--- src/rtl/peak_report_tx.sv ---
// Frames each measurement snapshot into an 11-byte packet (header, seq, dc, peak,
// power, XOR checksum) and streams it over a valid/ready byte interface.
module peak_report_tx #(
  parameter logic [7:0] HEADER    = 8'hA5,
  parameter int         DROP_BITS = 8
) (
  input  logic                 clock,
  input  logic                 reset,
  input  logic                 snap_strobe,
  input  logic [15:0]          snap_dc,
  input  logic [15:0]          snap_peak,
  input  logic [31:0]          snap_power,
  output logic [7:0]           out_data,
  output logic                 out_valid,
  input  logic                 out_ready,
  output logic                 busy,
  output logic [DROP_BITS-1:0] drops
);

  typedef enum logic {IDLE, SEND} state_t;

  typedef struct packed {
    logic [15:0] dc;
    logic [15:0] peak;
    logic [31:0] power;
  } snap_t;

  state_t      state;
  logic [3:0]  idx;
  logic [7:0]  seq;
  logic [7:0]  csum;
  snap_t       act;
  snap_t       pend;
  logic        pend_valid;

  snap_t       in_snap;
  logic [7:0]  next_seq;
  logic        accept;
  logic        last;

  function automatic logic [7:0] calc_csum(input logic [7:0] s, input snap_t d);
    return s ^ d.dc[15:8] ^ d.dc[7:0] ^ d.peak[15:8] ^ d.peak[7:0] ^
           d.power[31:24] ^ d.power[23:16] ^ d.power[15:8] ^ d.power[7:0];
  endfunction

  function automatic logic [7:0] frame_byte(input logic [3:0] i, input logic [7:0] s,
                                            input snap_t d, input logic [7:0] c);
    case (i)
      4'd0:    return HEADER;
      4'd1:    return s;
      4'd2:    return d.dc[15:8];
      4'd3:    return d.dc[7:0];
      4'd4:    return d.peak[15:8];
      4'd5:    return d.peak[7:0];
      4'd6:    return d.power[31:24];
      4'd7:    return d.power[23:16];
      4'd8:    return d.power[15:8];
      4'd9:    return d.power[7:0];
      4'd10:   return c;
      default: return 8'h00;
    endcase
  endfunction

  assign in_snap  = '{dc: snap_dc, peak: snap_peak, power: snap_power};
  assign next_seq = seq + 8'd1;
  assign accept   = out_valid && out_ready;
  assign last     = accept && (idx == 4'd10);
  assign busy     = (state == SEND) || pend_valid;

  // The checksum is latched together with the snapshot it covers, using the seq
  // value that frame will carry, so byte 10 is ready as soon as it is needed.
  always_ff @(posedge clock or posedge reset) begin
    if (reset) begin
      state      <= IDLE;
      idx        <= 4'd0;
      seq        <= 8'd0;
      csum       <= 8'd0;
      act        <= '0;
      pend       <= '0;
      pend_valid <= 1'b0;
      out_data   <= 8'd0;
      out_valid  <= 1'b0;
      drops      <= '0;
    end else begin
      case (state)
        IDLE: begin
          if (snap_strobe) begin
            act       <= in_snap;
            csum      <= calc_csum(seq, in_snap);
            state     <= SEND;
            idx       <= 4'd0;
            out_valid <= 1'b1;
            out_data  <= HEADER;
          end
        end
        SEND: begin
          if (last) begin
            seq <= next_seq;
            if (pend_valid) begin
              act      <= pend;
              csum     <= calc_csum(next_seq, pend);
              idx      <= 4'd0;
              out_data <= HEADER;
              if (snap_strobe)
                pend <= in_snap;
              else
                pend_valid <= 1'b0;
            end else if (snap_strobe) begin
              act      <= in_snap;
              csum     <= calc_csum(next_seq, in_snap);
              idx      <= 4'd0;
              out_data <= HEADER;
            end else begin
              state     <= IDLE;
              idx       <= 4'd0;
              out_valid <= 1'b0;
              out_data  <= 8'd0;
            end
          end else begin
            if (accept) begin
              idx      <= idx + 4'd1;
              out_data <= frame_byte(idx + 4'd1, seq, act, csum);
            end
            // A strobe mid-frame parks in the single pending slot; an older
            // pending snapshot that never got sent is counted as dropped.
            if (snap_strobe) begin
              if (pend_valid && (drops != '1))
                drops <= drops + 1'b1;
              pend       <= in_snap;
              pend_valid <= 1'b1;
            end
          end
        end
        default: state <= IDLE;
      endcase
    end
  end

endmodule
--- config.mk ---
export PLATFORM = sky130hd
export DESIGN_NAME = peak_report_tx
export DESIGN_NICKNAME = d
export VERILOG_FILES = /design/src/rtl/peak_report_tx.sv
export SDC_FILE = /design/constraint.sdc
export NUM_CORES = 1
export LEC_CHECK = 0
export BUFFER_PORTS_ARGS = -buffer_cell sky130_fd_sc_hd__buf_2
export CAP_MARGIN = 20
export CORE_MARGIN = 4
export CORE_UTILIZATION = 35
export DETAILED_ROUTE_END_ITERATION = 16
export SKIP_LAST_GASP = 1
export SYNTH_ARGS = -nofsm -noshare
export SYNTH_HDL_FRONTEND = slang
export SYNTH_SLANG_ARGS = --single-unit
--- constraint.sdc ---
create_clock -name clock -period 4.7 [get_ports clock]
set_clock_uncertainty 0.2 [all_clocks]
set_input_delay 0 -clock clock [delete_from_list [all_inputs] [get_ports clock]]
set_output_delay 0 -clock clock [all_outputs]
set_load 0.1 [all_outputs]
==> results.sh <==
export IMPL_outcome="finished clean"
export IMPL_period_minus_slack_ns=3.094
export IMPL_clock_sinks=167
export IMPL_netlist_area_leader_share_pct=46.22
export IMPL_use_met3_pct=4.180
export IMPL_crit_path_end_kind="flip-flop"
export IMPL_hpwl_mm=17.75
export IMPL_pwr_share_clk_pct=29.3
export IMPL_reg2reg_from="idx[3]"
export IMPL_htree_levels=4
export IMPL_syn_area_per_cell_um2=10.43
export IMPL_max_slew_margin_rel_pct=27.13
export IMPL_dr_total_vias=7310
export IMPL_drt_iter0_markers=578
export IMPL_swShare_pct=37.23
export IMPL_async_flop_share_pct=100.0
export IMPL_place_area_um2=9712
export IMPL_cts_resized=0
export IMPL_io_pins=86
export IMPL_vias_per_cell=5.467
export IMPL_worst_path_max_fanout=64
export IMPL_maxCapViolations=0
export IMPL_grt_pass1_wl_mm=41.37
export IMPL_instances_no_fill=1337
export IMPL_io_buffers=85
export IMPL_setup_viol=0
export IMPL_insertion_delay_ns=0.43
export IMPL_synth_main_ff_cell="dfrtp_1"
export IMPL_rsz0062_at_grt="no"
export IMPL_seq_area_um2=4179
export IMPL_post_cts_setup_buffer_count=0
export IMPL_die_w_um=168.7
export IMPL_dr_pass1_iters=5
export IMPL_numCtsBuffers=17
export IMPL_netlist_top_cells_area="dfrtp_1, xnor2_1, mux2_2, o22ai_1, a21oi_1"
export IMPL_tightest_slew_ns=1.093
export IMPL_powerDensity_nw_per_um2=463.3
export IMPL_synth_edf_count=0
export IMPL_final_hold_viol_count=0
export IMPL_routabilityCongestion=0.8270
export IMPL_yosys_top_cells_count="dfrtp_1, xnor2_1, nor2_1"
export IMPL_grt_usage_pct=18.37
export IMPL_grt_overflow=0
export IMPL_worstRegToRegCells=6
export IMPL_finalMaxSlewViolations=0
export IMPL_yosys_warnings=0
export IMPL_synthDistinctLibCells=61
export IMPL_core_um2=25330
export IMPL_wire_per_inst_um=19.39
export IMPL_start_kind="flip-flop"
export IMPL_detail_route_antenna_nets=0
export IMPL_synth_most_common_cell="dfrtp_1"
export IMPL_met2_usage_pct=29.49
export IMPL_clkTransAtPathRegs_ns=0.07
export IMPL_intPower_uw=3201
export IMPL_cts_root_buf="clkbuf_16"
export IMPL_power_uw=5099
export IMPL_cp_arrival_ns=3.20
export IMPL_min_path_type="input port to async pin"
export IMPL_multi_input_area_um2=4557
export IMPL_clockBufferDepth=2
export IMPL_final_area_um2=11010
export IMPL_pwr_share_seq_pct=38.1
export IMPL_grt_use_met1_pct=25.06
export IMPL_row_count=58
export IMPL_ys_seq_elements=167
export IMPL_fp_dieH_um=168.7
export IMPL_dp_cells=1236
export IMPL_routed_wl_mm=25.92
export IMPL_ys_seq_area_share_pct=46.22
export IMPL_final_period_utilization_pct=65.84
export IMPL_leakagePower_uw=0.004699
export IMPL_grt_max_degree=168
export IMPL_r2r_slack_ns=1.61
export IMPL_antenna_found_initial=3
export IMPL_grt_busiest_layer="met2"
export IMPL_grt_pass1_vias=7337
export IMPL_worst_r2r_endpoint="pend[51]"
export IMPL_die_area_um2=28470
export IMPL_syn_to_final_growth_pct=21.72
export IMPL_fillers=2411
export IMPL_syn_area_um2=9042
export IMPL_netlist_instances=867
export IMPL_tns_ns=0
export IMPL_nets=1070
export IMPL_p_sw_uw=1899
export IMPL_required_ns=4.81
export IMPL_combPwrFrac_pct=32.5
export IMPL_yosysTopAreaCell="dfrtp_1"
export IMPL_hold_buffers=67
export IMPL_syn_nets=945
export IMPL_max_freq_mhz=323.2
export IMPL_start_util_pct=35.70
export IMPL_drc=0
export IMPL_ir_worst_vdd_v=0.0004491
export IMPL_criticalPathCategory="flip-flop to flip-flop"
export IMPL_cts_tree="done"
export IMPL_drive_above_1_share_pct=20.30
power by group through the flow:
stage	clock network, µW	registers, µW	logic, µW
6_report	1500	1940	1660
2_1_floorplan	0	2220	919
4_1_cts	1520	1940	1660
5_1_grt	1580	1980	1790
3_3_place_gp	0	1960	1590
3_5_place_dp	0	1970	1610
logic make-up after synthesis:
family,Yosys count,synth area share [%]
flip-flops,167,46.22
adder cells (fa/ha/maj),10,1.384
AND/OR/NAND/NOR,173,8.606
XOR/XNOR,133,13.88
buffers and inverters,66,3.515
multiplexers,72,8.883
AO/OA/AOI/OAI,246,17.52
per-stage QoR:
| stage | utilization [%] | setup slack [ns] | hold WS, ns |
|---|---|---|---|
| detailed placement | 38.35 | 1.652 | 0.07153 |
| CTS | 43.44 | 1.638 | 0.1613 |
| global route | 43.46 | 1.395 | 0.1725 |
| finish | 43.46 | 1.606 | 0.07907 |
| global placement | 38.35 | 1.689 | 0.06266 |
| floorplan | - | 2.130 | -0.06832 |
layout make-up:
cell class | instances | area share (%)
inverters | 11 | 0.4092
clock inverters | 12 | 1.478
clock buffers | 20 | 4.149
repair buffers | 161 | 10.80
well taps | 330 | 3.751
multi-input cells | 634 | 41.40
flip-flops and latches | 167 | 37.97
diodes | 2 | 0.04547
state kept, by name (all words and copies together) (netlist names):
register	count
out_data	8
pend_valid	1
seq	8
idx	4
pend	64
out_valid	1
drops	8
state	1
csum	8
act	64
per-layer routing:
metal / vias to the layer above / wire, µm
met5: - / 13
met4: 2 / 571
met3: 37 / 1479
met2: 224 / 12360
met1: 3654 / 11490
li1: 3393 / -
critical path: stages, from the launching register on:
cell and delay, ns:
dfrtp_1 0.62, nor2b_2 0.35, and4_1 0.32, nor2_1 0.13, o21ai_4 0.14, buf_4 0.73, mux2_2 0.43
worst max path at each step:
stage / cells past startpoint / from / end
6_report: 6 / idx[3] / pend[51]
5_1_grt: 7 / state / act[17]
4_1_cts: 6 / idx[3] / pend[51]
3_5_place_dp: 6 / idx[3] / pend[9]
3_3_place_gp: 6 / idx[3] / pend[37]
2_1_floorplan: 5 / out_valid / pend[37]
cell usage in the layout (no fill, tap or decap), types with 3 or more instances in the layout:
cell	synthesis	routed
dfrtp_1	167	167
xnor2_1	104	104
nor2_1	87	87
buf_2	8	85
a21oi_1	80	80
o22ai_1	77	77
dlygate4sd3_1	0	67
mux2_2	64	64
nand2_1	37	35
xor2_1	22	22
a22oi_1	17	17
clkbuf_16	0	17
o21ai_0	16	16
nand3_1	11	11
a222oi_1	11	11
inv_1	11	10
ha_1	10	10
and3_1	7	7
buf_4	2	7
xnor3_1	6	6
mux2i_1	6	6
o31ai_1	6	6
a21o_1	5	5
nand4_1	4	4
o31a_1	4	4
a221oi_1	4	4
o32ai_1	4	4
inv_6	0	4
a31oi_1	3	3
nor2b_1	3	3
or3_1	3	3
nor3_1	3	3
a211oi_1	3	3
clkinv_2	0	3
bufinv_16	0	3
Power figures use the tool's default switching activity.
